<file path="src/rtl/mcp_reg_decoder.sv">
// -----------------------------------------------------------------------------
// mcp_reg_decoder
//
// Decodes MCP23S17-style SPI frames (opcode, register address, data...) from
// the SPI slave byte stream. Data lands in a register bank laid out like the
// BANK=0 map. The block also supplies the next transmit byte for reads and
// drives the two GPIO output latches.
//
// Ports
//   sysClk     system clock, all logic on its rising edge
//   reset      asynchronous, active-high reset
//   cs_active  synchronised chip select, 1 = frame in progress
//   rx_valid   one-cycle strobe, rx_byte holds a complete received byte
//   rx_byte    received byte
//   tx_byte    byte the SPI slave transmits on the next transfer
//   tx_load    one-cycle strobe, tx_byte was updated and must be reloaded
//   busy       1 whenever the frame FSM is not IDLE
//   op_err     one-cycle pulse, opcode byte did not address this device
//   gpio_a     OLATA register (0x14)
//   gpio_b     OLATB register (0x15)
//   dbg_addr   debug read address
//   dbg_data   combinational bank[dbg_addr], 0x00 when out of range
// -----------------------------------------------------------------------------
module mcp_reg_decoder #(
   parameter logic [2:0] DEV_ADDR = 3'b000,
   parameter int          NUM_REGS = 22
) (
   input  logic       sysClk,
   input  logic       reset,
   input  logic       cs_active,
   input  logic       rx_valid,
   input  logic [7:0] rx_byte,
   output logic [7:0] tx_byte,
   output logic       tx_load,
   output logic       busy,
   output logic       op_err,
   output logic [7:0] gpio_a,
   output logic [7:0] gpio_b,
   input  logic [4:0] dbg_addr,
   output logic [7:0] dbg_data
);

   typedef enum logic [2:0] {
      IDLE,
      OPCODE,
      ADDR,
      WRITE,
      READ,
      IGNORE
   } state_t;

   localparam logic [5:0] NUM_REGS_W = 6'(NUM_REGS);
   localparam logic [4:0] LAST_ADDR  = 5'(NUM_REGS - 1);
   localparam logic [4:0] IOCON_A    = 5'h0A;
   localparam logic [4:0] IOCON_B    = 5'h0B;
   localparam logic [4:0] OLAT_A     = 5'h14;
   localparam logic [4:0] OLAT_B     = 5'h15;

   state_t     state;
   state_t     next_state;
   logic [4:0] ptr;
   logic       rw;
   logic [7:0] bank [NUM_REGS];

   logic       byte_take;
   logic       opcode_ok;
   logic       seqop;
   logic [4:0] ptr_adv;
   logic [4:0] rx_addr;
   logic       rx_addr_ok;
   logic       ptr_ok;
   logic       ptr_adv_ok;
   logic       dbg_ok;
   logic [7:0] rx_addr_data;
   logic [7:0] ptr_adv_data;
   logic       tx_load_d;
   logic       op_err_d;

   // A byte only counts while the frame is still open. A strobe that lands in
   // the same cycle chip select drops belongs to no frame and is dropped.
   assign byte_take = rx_valid & cs_active;

   // The opcode must read 0100_AAA_x with AAA equal to this device's address.
   assign opcode_ok = (rx_byte[7:4] == 4'h4) && (rx_byte[3:1] == DEV_ADDR);

   // SEQOP lives in IOCON bit 5. When it is set the pointer stays put, so
   // repeated bytes go to one register.
   assign seqop = bank[IOCON_A][5];

   // The pointer wraps at the last real register rather than at 31, so a
   // sequential burst cycles through the 22-entry map only.
   always_comb begin
      ptr_adv = ptr;
      if (!seqop) begin
         if (ptr == LAST_ADDR) begin
            ptr_adv = 5'd0;
         end else begin
            ptr_adv = ptr + 5'd1;
         end
      end
   end

   // Address range checks. Holes above the map read as zero and swallow
   // writes.
   assign rx_addr    = rx_byte[4:0];
   assign rx_addr_ok = ({1'b0, rx_addr}  < NUM_REGS_W);
   assign ptr_ok     = ({1'b0, ptr}      < NUM_REGS_W);
   assign ptr_adv_ok = ({1'b0, ptr_adv}  < NUM_REGS_W);
   assign dbg_ok     = ({1'b0, dbg_addr} < NUM_REGS_W);

   // Register read ports: the addressed register for the first read byte, the
   // register after the pointer advance for follow-on read bytes, and the
   // debug port.
   always_comb begin
      rx_addr_data = 8'h00;
      ptr_adv_data = 8'h00;
      dbg_data     = 8'h00;
      if (rx_addr_ok) begin
         rx_addr_data = bank[rx_addr];
      end
      if (ptr_adv_ok) begin
         ptr_adv_data = bank[ptr_adv];
      end
      if (dbg_ok) begin
         dbg_data = bank[dbg_addr];
      end
   end

   // Frame state register.
   always_ff @(posedge sysClk or posedge reset) begin
      if (reset) begin
         state <= IDLE;
      end else begin
         state <= next_state;
      end
   end

   // Next-state and strobe decode. Dropping chip select always wins and
   // returns to IDLE, so a half-decoded frame leaves nothing behind. The two
   // strobes are decoded here and registered so they appear one cycle after
   // the byte, together with the data they describe.
   always_comb begin
      next_state = state;
      tx_load_d  = 1'b0;
      op_err_d   = 1'b0;
      if (state == IDLE) begin
         if (cs_active) begin
            next_state = OPCODE;
         end
      end else if (!cs_active) begin
         next_state = IDLE;
      end else if (rx_valid) begin
         case (state)
            OPCODE: begin
               if (opcode_ok) begin
                  next_state = ADDR;
               end else begin
                  next_state = IGNORE;
                  op_err_d   = 1'b1;
               end
            end
            ADDR: begin
               if (rw) begin
                  next_state = READ;
                  tx_load_d  = 1'b1;
               end else begin
                  next_state = WRITE;
               end
            end
            READ: begin
               tx_load_d = 1'b1;
            end
            default: begin
               next_state = state;
            end
         endcase
      end
   end

   // Datapath: pointer, direction, transmit byte and the register bank.
   // IODIRA/B come out of reset as all-inputs (0xFF), matching the part.
   // Writing either IOCON address updates both copies, because the device
   // exposes one physical IOCON at two addresses.
   always_ff @(posedge sysClk or posedge reset) begin
      if (reset) begin
         ptr     <= 5'd0;
         rw      <= 1'b0;
         tx_byte <= 8'h00;
         tx_load <= 1'b0;
         op_err  <= 1'b0;
         for (int i = 0; i < NUM_REGS; i++) begin
            bank[i] <= (i < 2) ? 8'hFF : 8'h00;
         end
      end else begin
         tx_load <= tx_load_d;
         op_err  <= op_err_d;
         if (byte_take) begin
            case (state)
               OPCODE: begin
                  if (opcode_ok) begin
                     rw <= rx_byte[0];
                  end
               end
               ADDR: begin
                  ptr <= rx_addr;
                  if (rw) begin
                     tx_byte <= rx_addr_data;
                  end
               end
               WRITE: begin
                  if (ptr_ok) begin
                     if ((ptr == IOCON_A) || (ptr == IOCON_B)) begin
                        bank[IOCON_A] <= rx_byte;
                        bank[IOCON_B] <= rx_byte;
                     end else begin
                        bank[ptr] <= rx_byte;
                     end
                  end
                  ptr <= ptr_adv;
               end
               READ: begin
                  ptr     <= ptr_adv;
                  tx_byte <= ptr_adv_data;
               end
               default: begin
                  ptr <= ptr;
               end
            endcase
         end
      end
   end

   // Board-facing outputs.
   assign busy   = (state != IDLE);
   assign gpio_a = bank[OLAT_A];
   assign gpio_b = bank[OLAT_B];

endmodule

</file>
<file path="config.mk">
export PLATFORM = sky130hd
export DESIGN_NAME = mcp_reg_decoder
export DESIGN_NICKNAME = d
export VERILOG_FILES = /design/src/rtl/mcp_reg_decoder.sv
export SDC_FILE = /design/constraint.sdc
export NUM_CORES = 1
export LEC_CHECK = 0
export ABC_CLOCK_PERIOD_IN_PS = 17800
export CAP_MARGIN = 20
export CORE_ASPECT_RATIO = 1.25
export CORE_MARGIN = 3
export CORE_UTILIZATION = 60
export CTS_BUF_LIST = sky130_fd_sc_hd__clkbuf_16
export CTS_CLUSTER_DIAMETER = 120
export DETAILED_ROUTE_END_ITERATION = 8
export PLACE_DENSITY_LB_ADDON = 0.2
export SLEW_MARGIN = 25
export SYNTH_ARGS = -nofsm -noshare
export SYNTH_HDL_FRONTEND = slang
export SYNTH_SLANG_ARGS = --single-unit
</file>
<file path="constraint.sdc">
create_clock -name sysClk -period 17.8 [get_ports sysClk]
set_clock_uncertainty 0.15 [all_clocks]
set_input_delay 3.56 -clock sysClk [delete_from_list [all_inputs] [get_ports sysClk]]
set_output_delay 3.56 -clock sysClk [all_outputs]
set_load 0.01 [all_outputs]
</file>
# == After elaboration in Yosys (flattened, before gate mapping) ==
# Cells that the tools add are included.
# op_classes
addsub,1
shifts,0
n_reduce_logical,15
n_eq_ne,12
n_div,0
multipliers,0
n_lt_le_gt_ge,9
n_mux,38
n_bitwise,6
# ops
cell,n
$bwmux W176,1
$bmux W8 S5,3
$mux W8,11
$demux W8 S5,1
$ge A6 B6 Y1 const B,4
$not A5 Y6,4
$lt A5 B5 Y1 const B,4
$mux W3,6
$mux W16,1
$pmux W8 S2,1
$reduce_and A3 Y1,4
$eq A5 B4 Y1 const B,2
$mux W5,2
$pmux W5 S2,1
$mux W1,9
$eq A3 B2 Y1 const B,2
$logic_not A3 Y1,2
$lt A6 B1 Y1 const B,1
$pmux W3 S2,1
$add A5 B1 Y5 const B,1
$eq A5 B5 Y1 const B,1
$eq A4 B3 Y1 const B,1
$ne A2 B2 Y1 const B,2
$ne A4 B1 Y1 const B,1
other kinds (13),15
# word_totals
mem_bits_rw,0
input_bits,17
wordCells,109
output_inout_bits,35
latch_bits,0
memories,0
mem_bits_ro,0
regBits,195

# == Longest topological paths before layout ==
# Gate-level depths: netlist of the first run.
# logic_depth
word_depth,9
mapped_depth,11
depth_no_buf,8

# == Worst setup path before layout of the first run ==
# OpenSTA, ideal clock, no wires.
# synth_path
kind,input -> output
start,in dbg_addr[0]
end,out dbg_data[0]
path_stages,6
required_ns,14.090
path_buffers,2
arrival_time_ns,5.261
setup_slack_ns,8.829
path_cell_list,buf_2 buf_2 mux4_2 mux4_2 inv_1 o22ai_1
# synth_between
elab_chain_len,5
elab_cells_between_ends,6
cone_classes,order compare: 1; mux: 4; bitwise: 1
# synth_lines
item,line,text
start: declaration,39,"input logic [4:0] dbg_addr,"
$not A5 Y6 (not written as such),125,dbg_data = bank[dbg_addr];
$bmux W8 S5,125,
$mux W8 (not written as such) (2 in series),125,
$mux W8 (*),124,if (dbg_ok) begin
end: declaration,40,output logic [7:0] dbg_data
# Mark *: on every way between the ends. The rest lies on a longest branch, timed or not. The select of a mux whose other input is x is not followed.

# == Final worst setup path of the first run ==
# layout_path
start,in dbg_addr[2]
end,out dbg_data[4]
# Same word-level chain as after synthesis.

==> results.yml, run 1 <==
routing:
  wirelength_um: 40510
  post_drt_wl_per_cell_um: 30.16
  post-route-drc-count: 0
  dr.first_iter.drc_count: 1239
  ant_nets: 0
  dr_total_vias: 10030
  vias_per_cell: 7.467
  iteration_count_of_the_initial_detailed_routing_pass: 5
clock_network:
  cts_made_buffers: 17
  cts-root-to-sink-buffers: 2
  tritoncts: "done"
  root_buffer: "sky130_fd_sc_hd__clkbuf_16"
  post_cts_hold_buffers: 0
  cts-resized-gates: 0
  maximum_level_of_the_cts_h_tree: 4
  worst_skew_pair.late_latency_ns: 0.46
  postCtsSetupRepairBufs: 0
  clk_pin_slew_ns: 0.07
  cts_sinks: 195
critical_path:
  setup.worst_path.start_class: "primary input"
  slowest_delay_ns: 1.05
  worstReg2RegEnd: "tx_byte[2]"
  critical_path.most_common_cell: "sky130_fd_sc_hd__clkdlybuf4s50_1"
  first_element_of_the_critical_path: "dbg_addr[2]"
  cp_max_fo: 10
  crit_path_cell_trace: "clkdlybuf4s50_1, clkinv_1, nor2_1, a22oi_1, o22ai_1, clkdlybuf4s50_1"
  critical-path-slowest-cell: "sky130_fd_sc_hd__clkdlybuf4s50_1"
  ff_to_ff_setup_slack_ns: 13.85
  worst_setup_path_endpoint: "dbg_data[4]"
  cp_data_arrival_time_ns: 6.58
  crit-reg2reg-launch: "ptr[0]"
  crit_path_end_kind: "output port"
  setup.worst_path.class: "in2out"
  required_ns: 14.09
  reg2reg_depth: 8
run:
  max_cap_violations: 0
sta:
  worst_slew_pin_slew_ns: 1.189
  timing.slew.headroom_pct: 20.43
  setup_slack_ns: 7.515
  holdWs_ns: 0.4079
  finalSetupViolations: 0
  fin_crit_sh_pct: 57.78
  timing.final.max_slew_violations: 0
  setup_tns_final_ns: 0
  final_period_minus_worst_setup_slack_ns: 10.29
  timing.fmax_ghz: 0.09723
  finalHoldViolations: 0
  rsz0062_at_grt: "no"
synthesis:
  synth_cell_types: 71
  share_of_the_yosys_chip_area_belonging_to_registers_pct: 38.76
  syn-num-nets: 1096
  postSynthAreaPerCell_um2: 11.76
  yosys_warnings: 0
  synth_top_area_cell: "sky130_fd_sc_hd__dfrtp_1"
  yosys-top-cells-count: "sky130_fd_sc_hd__mux2_2 (183), sky130_fd_sc_hd__dfrtp_1 (179), sky130_fd_sc_hd__nand2_1 (111)"
  ys.flop_type: "sky130_fd_sc_hd__dfrtp_1"
  synth_enable_flop_cells: 0
  top_cell_type_s_share_of_synthesized_area_pct: 35.44
  post_synth_inst_count: 1075
  synthTopCellsByArea: "sky130_fd_sc_hd__dfrtp_1 (35%), sky130_fd_sc_hd__mux2_2 (16%), sky130_fd_sc_hd__mux4_2 (16%), sky130_fd_sc_hd__mux2i_1 (4.3%), sky130_fd_sc_hd__dfstp_2 (3.3%)"
  post-synth-top-count-cell: "sky130_fd_sc_hd__mux2_2"
  asyncSetResetFlopFracSynth_pct: 100.0
  syn-cell-area_um2: 12640
  synth.ff_latch_count: 195
floorplan:
  initial_core_util_pct: 61.99
  die_span_in_y_um: 168.3
  io-pin-count: 52
  placeableCoreArea_um2: 20390
  rows: 58
  fp.dieW_um: 135.8
  dieArea_um2: 22860
place:
  io_buffers: 51
  dp_worst_setup_slack_ns: 7.514
  place.detailed.hpwl_um: 27140
  gp_congestion: 0.9786
cells_and_area:
  final_net_count: 1081
  drive_above_1_share_pct: 33.27
  num_antenna_cells: 0
  area.growth.synth_to_final_pct: 8.997
global_routing:
  number_of_antenna_violations_at_the_first_check_in_global_routing: 1
  grt_start_max_net_pins: 118
  grt_first_pass_wirelength_um: 61450
  first_global_vias: 9615
  gr-total-overflow: 0
  grt.total_usage_pct: 36.28
pwr:
  power-per-cell-area_nw_per_um2: 96.87
  power.leakage_nw: 5.919
  ir_worst_vdd_v: 0.00007810
status:
  run_status: "completed"
worst_hold_path:
  worst_hold_path_type: "reg2reg"
[worst max-delay path: cells and delay by family]
| kind | cells | cell delay, ns |
|---|---|---|
| compound gates | 2 | 0.32 |
| simple gates | 1 | 0.55 |
| buf+inv | 3 | 2.12 |
[logic make-up after synthesis]
family / count (synthesis) / synth area share, %
buffers and inverters: 123 / 4.771
XOR/XNOR: 5 / 0.3465
multiplexers: 326 / 36.43
flip-flops: 195 / 38.76
adder cells (fa/ha/maj): 4 / 0.3959
AND/OR/NAND/NOR: 239 / 9.344
AO/OA/AOI/OAI: 183 / 9.948
[report_power, final]
group / internal (mW) / switching, mW
Sequential: 0.457 / 0.0311
Combinational: 0.137 / 0.281
Clock: 0.239 / 0.189
[worst min-delay path by stage]
stage	start	to	slack, ns	cells past startpoint
2_1_floorplan	bank[90]	bank[90]	0.33	2
3_3_place_gp	bank[84]	bank[84]	0.37	2
5_1_grt	bank[80]	bank[80]	0.43	1
4_1_cts	bank[84]	bank[84]	0.40	2
6_report	bank[63]	bank[63]	0.41	1
3_5_place_dp	bank[84]	bank[84]	0.37	2
[cell usage in the layout (no fill, tap or decap), types with 4 or more instances in the layout]
cell,instances
sky130_fd_sc_hd__dfstp_2,16
sky130_fd_sc_hd__mux4_2,89
sky130_fd_sc_hd__nor2b_1,10
sky130_fd_sc_hd__clkbuf_16,17
sky130_fd_sc_hd__a32oi_1,6
sky130_fd_sc_hd__a221oi_1,8
sky130_fd_sc_hd__nand3b_1,5
sky130_fd_sc_hd__bufinv_16,4
sky130_fd_sc_hd__nor3_1,7
sky130_fd_sc_hd__a22oi_1,15
sky130_fd_sc_hd__o211ai_1,5
sky130_fd_sc_hd__a211oi_1,6
sky130_fd_sc_hd__nand2_1,111
sky130_fd_sc_hd__mux2i_1,54
sky130_fd_sc_hd__inv_1,16
sky130_fd_sc_hd__nor4_1,7
sky130_fd_sc_hd__and2_1,6
sky130_fd_sc_hd__o21ai_0,31
sky130_fd_sc_hd__o22ai_1,19
sky130_fd_sc_hd__a22o_1,4
sky130_fd_sc_hd__dfrtp_1,179
sky130_fd_sc_hd__clkdlybuf4s50_1,47
sky130_fd_sc_hd__nor2_1,26
sky130_fd_sc_hd__buf_4,19
sky130_fd_sc_hd__nand2b_1,9
sky130_fd_sc_hd__nor3b_1,11
sky130_fd_sc_hd__ha_1,4
sky130_fd_sc_hd__nand4_1,6
sky130_fd_sc_hd__nand3_1,21
sky130_fd_sc_hd__a31oi_1,14
sky130_fd_sc_hd__a21oi_1,33
sky130_fd_sc_hd__mux2_2,183
[final cells by class]
class                           count  area (µm²)
Inverter                           19       78.83
Clock inverter                     15       220.2
Clock buffer                       17       425.4
Multi-Input combinational cell    757        7154
Fill cell                        1512        6614
Sequential cell                   195        4900
Tap cell                          270       337.8
Timing Repair Buffer               70       661.9
[metrics by stage]
stage | cells | power (mW) | utilization, % | area (µm²)
final | 1343 | 1.335 | 67.57 | 13780
after CTS | 1342 | 1.315 | 67.41 | 13750
after detailed placement | 1310 | 0.8898 | 64.25 | 13100
after global placement | 1309 | 0.8838 | 64.21 | 13090
after floorplan | 1075 | 0.7487 | - | 12640
after global routing | 1343 | 1.369 | 67.57 | 13780
[routing by layer]
layer  GRT usage [%]  part of all wire, %
met2           57.17                   46
met4           18.85                  7.1
met1           47.25                   36
met3           8.069                   10
met5               0                0.037
[sequential cells by signal, indices dropped and copies added (netlist names)]
signal / flops
tx_byte: 8
tx_load: 1
state: 3
ptr: 5
rw: 1
bank: 160
gpio_b: 8
gpio_a: 8
op_err: 1
(Power assumes the default switching activity.)
==> run 2, diff against run 1 <==
--- a/config.mk
+++ b/config.mk
@@ -5,7 +5,7 @@
 export SDC_FILE = /design/constraint.sdc
 export NUM_CORES = 1
 export LEC_CHECK = 0
-export ABC_CLOCK_PERIOD_IN_PS = 17800
+export ABC_CLOCK_PERIOD_IN_PS = 10500
 export CAP_MARGIN = 20
 export CORE_ASPECT_RATIO = 1.25
 export CORE_MARGIN = 3
==> constraint.sdc (replaced) <==
create_clock -name sysClk -period 10.5 [get_ports sysClk]
set_clock_uncertainty 0.15 [all_clocks]
set_input_delay 2.1 -clock sysClk [delete_from_list [all_inputs] [get_ports sysClk]]
set_output_delay 2.1 -clock sysClk [all_outputs]
set_load 0.01 [all_outputs]
==> results.yml, run 2 (synthesis results as in run 1) <==
critical_path:
  first_element_of_the_critical_path: "dbg_addr[2]"
  worst_setup_path_endpoint: "dbg_data[2]"
  ff_to_ff_setup_slack_ns: 6.35
  cp_max_fo: 10
  reg2reg_depth: 8
  crit-reg2reg-launch: "ptr[0]"
  worstReg2RegEnd: "tx_byte[2]"
  cp_data_arrival_time_ns: 5.18
  required_ns: 8.25
  crit_path_end_kind: "output port"
  setup.worst_path.start_class: "primary input"
  setup.worst_path.class: "in2out"
worst_hold_path:
  worst_hold_path_type: "reg2reg"
  worstHoldPathCells: 2
sta:
  fin_crit_sh_pct: 70.73
  final_period_minus_worst_setup_slack_ns: 7.427
  setup_tns_final_ns: 0
  worst_slew_pin_slew_ns: 1.049
  rsz0062_at_grt: "no"
  finalSetupViolations: 0
  timing.fmax_ghz: 0.1346
  timing.slew.headroom_pct: 30.07
  timing.final.max_slew_violations: 0
  finalHoldViolations: 0
status:
  run_status: "completed"
floorplan:
  die_span_in_y_um: 168.3
  io-pin-count: 52
  placeableCoreArea_um2: 20390
  dieArea_um2: 22860
  rows: 58
  initial_core_util_pct: 61.99
  fp.dieW_um: 135.8
clock_network:
  post_cts_hold_buffers: 0
  cts_sinks: 195
  cts-resized-gates: 0
  postCtsSetupRepairBufs: 0
  cts-root-to-sink-buffers: 2
  root_buffer: "sky130_fd_sc_hd__clkbuf_16"
  worst_skew_pair.late_latency_ns: 0.45
  maximum_level_of_the_cts_h_tree: 4
  tritoncts: "done"
  cts_made_buffers: 17
  clk_pin_slew_ns: 0.08
routing:
  ant_nets: 0
  post_drt_wl_per_cell_um: 30.11
  post-route-drc-count: 0
  dr_total_vias: 9963
  vias_per_cell: 7.435
  dr.first_iter.drc_count: 1259
  wirelength_um: 40350
  iteration_count_of_the_initial_detailed_routing_pass: 8
pwr:
  power.leakage_nw: 5.892
  power-per-cell-area_nw_per_um2: 162.5
  ir_worst_vdd_v: 0.0001254
cells_and_area:
  largest_reg_flops: 160
  fillerInstances: 1510
  final_net_count: 1077
  max_flop_register: "bank"
  final_common_cell: "sky130_fd_sc_hd__mux2_2"
  area.growth.synth_to_final_pct: 8.503
  finish.cell_count_without_fillers: 1340
  utilization_after_layout_pct: 67.26
  drive_above_1_share_pct: 33.12
  layout.cells.most_common_list: "sky130_fd_sc_hd__mux2_2 (183), sky130_fd_sc_hd__dfrtp_1 (179), sky130_fd_sc_hd__nand2_1 (111), sky130_fd_sc_hd__mux4_2 (89), sky130_fd_sc_hd__mux2i_1 (54)"
place:
  place.detailed.hpwl_um: 26990
  post_place_cells: 1306
  gp_congestion: 0.9863
  io_buffers: 51
global_routing:
  grt_start_max_net_pins: 120
  first_global_vias: 9796
  grt.total_usage_pct: 36.15
  number_of_antenna_violations_at_the_first_check_in_global_routing: 1
  grt_first_pass_wirelength_um: 61600
  gr-total-overflow: 0
run:
  max_cap_violations: 0
-- run 2: changes by cell type in the layout (fill, tap and decap cells not counted), sizes merged --
cell	delta
clkbuf	+1
bufinv	-1
clkinvlp	-1
diode	+1
inv	+1
clkinv	+1
buf	-5
-- run 2: per-stage QoR --
step | total power [mW] | worst slack [ns] | instance area (µm²) | hold WS (ns)
2_1_floorplan | 1.269 | 2.964 | 12640 | 0.3271
3_3_place_gp | 1.487 | 3.241 | 13070 | 0.3578
3_5_place_dp | 1.492 | 3.130 | 13070 | 0.3701
4_1_cts | 2.196 | 3.117 | 13700 | 0.3870
5_1_grt | 2.289 | 2.917 | 13710 | 0.4269
6_report | 2.229 | 3.073 | 13720 | 0.3872
-- run 2: report_power, final --
part / internal [mW] / switching [mW]
Sequential: 0.775 / 0.0526
Combinational: 0.228 / 0.466
Clock: 0.383 / 0.325
Total: 1.39 / 0.844
-- run 2: metal layers --
layer  GRT usage, %  wire length, µm  up-vias
li1               -                -     4058
met1          46.60            14400     4973
met2          56.20            18820      726
met3          9.175             4180      204
met4          19.64             2928        2
met5              0               15        -
-- run 2: final cells by class --
| cell class | count | area (µm²) | share of cell area, % |
|---|---|---|---|
| Multi-Input combinational cell | 757 | 7157 | 52.18 |
| Sequential cell | 195 | 4900 | 35.72 |
| Timing Repair Buffer | 66 | 614.3 | 4.479 |
| Clock buffer | 17 | 425.4 | 3.102 |
| Tap cell | 270 | 337.8 | 2.463 |
| Clock inverter | 15 | 200.2 | 1.460 |
| Inverter | 19 | 78.83 | 0.5747 |
| Antenna cell | 1 | 2.502 | 0.01824 |
-- run 2: how the worst min path moves through the flow --
stage | from | end | slack [ns]
after floorplan | bank[90] | bank[90] | 0.33
after global placement | bank[92] | bank[92] | 0.36
after detailed placement | bank[84] | bank[84] | 0.37
after CTS | bank[84] | bank[84] | 0.39
after global routing | bank[155] | bank[155] | 0.43
final | bank[84] | bank[84] | 0.39
-- run 2: worst max-delay path: stages --
cell                              delay [ns]
sky130_fd_sc_hd__clkdlybuf4s50_1        1.09
sky130_fd_sc_hd__clkinv_1               0.52
sky130_fd_sc_hd__nor2_1                 0.56
sky130_fd_sc_hd__a22oi_1                0.14
sky130_fd_sc_hd__o22ai_1                0.19
sky130_fd_sc_hd__clkdlybuf4s50_1        0.57
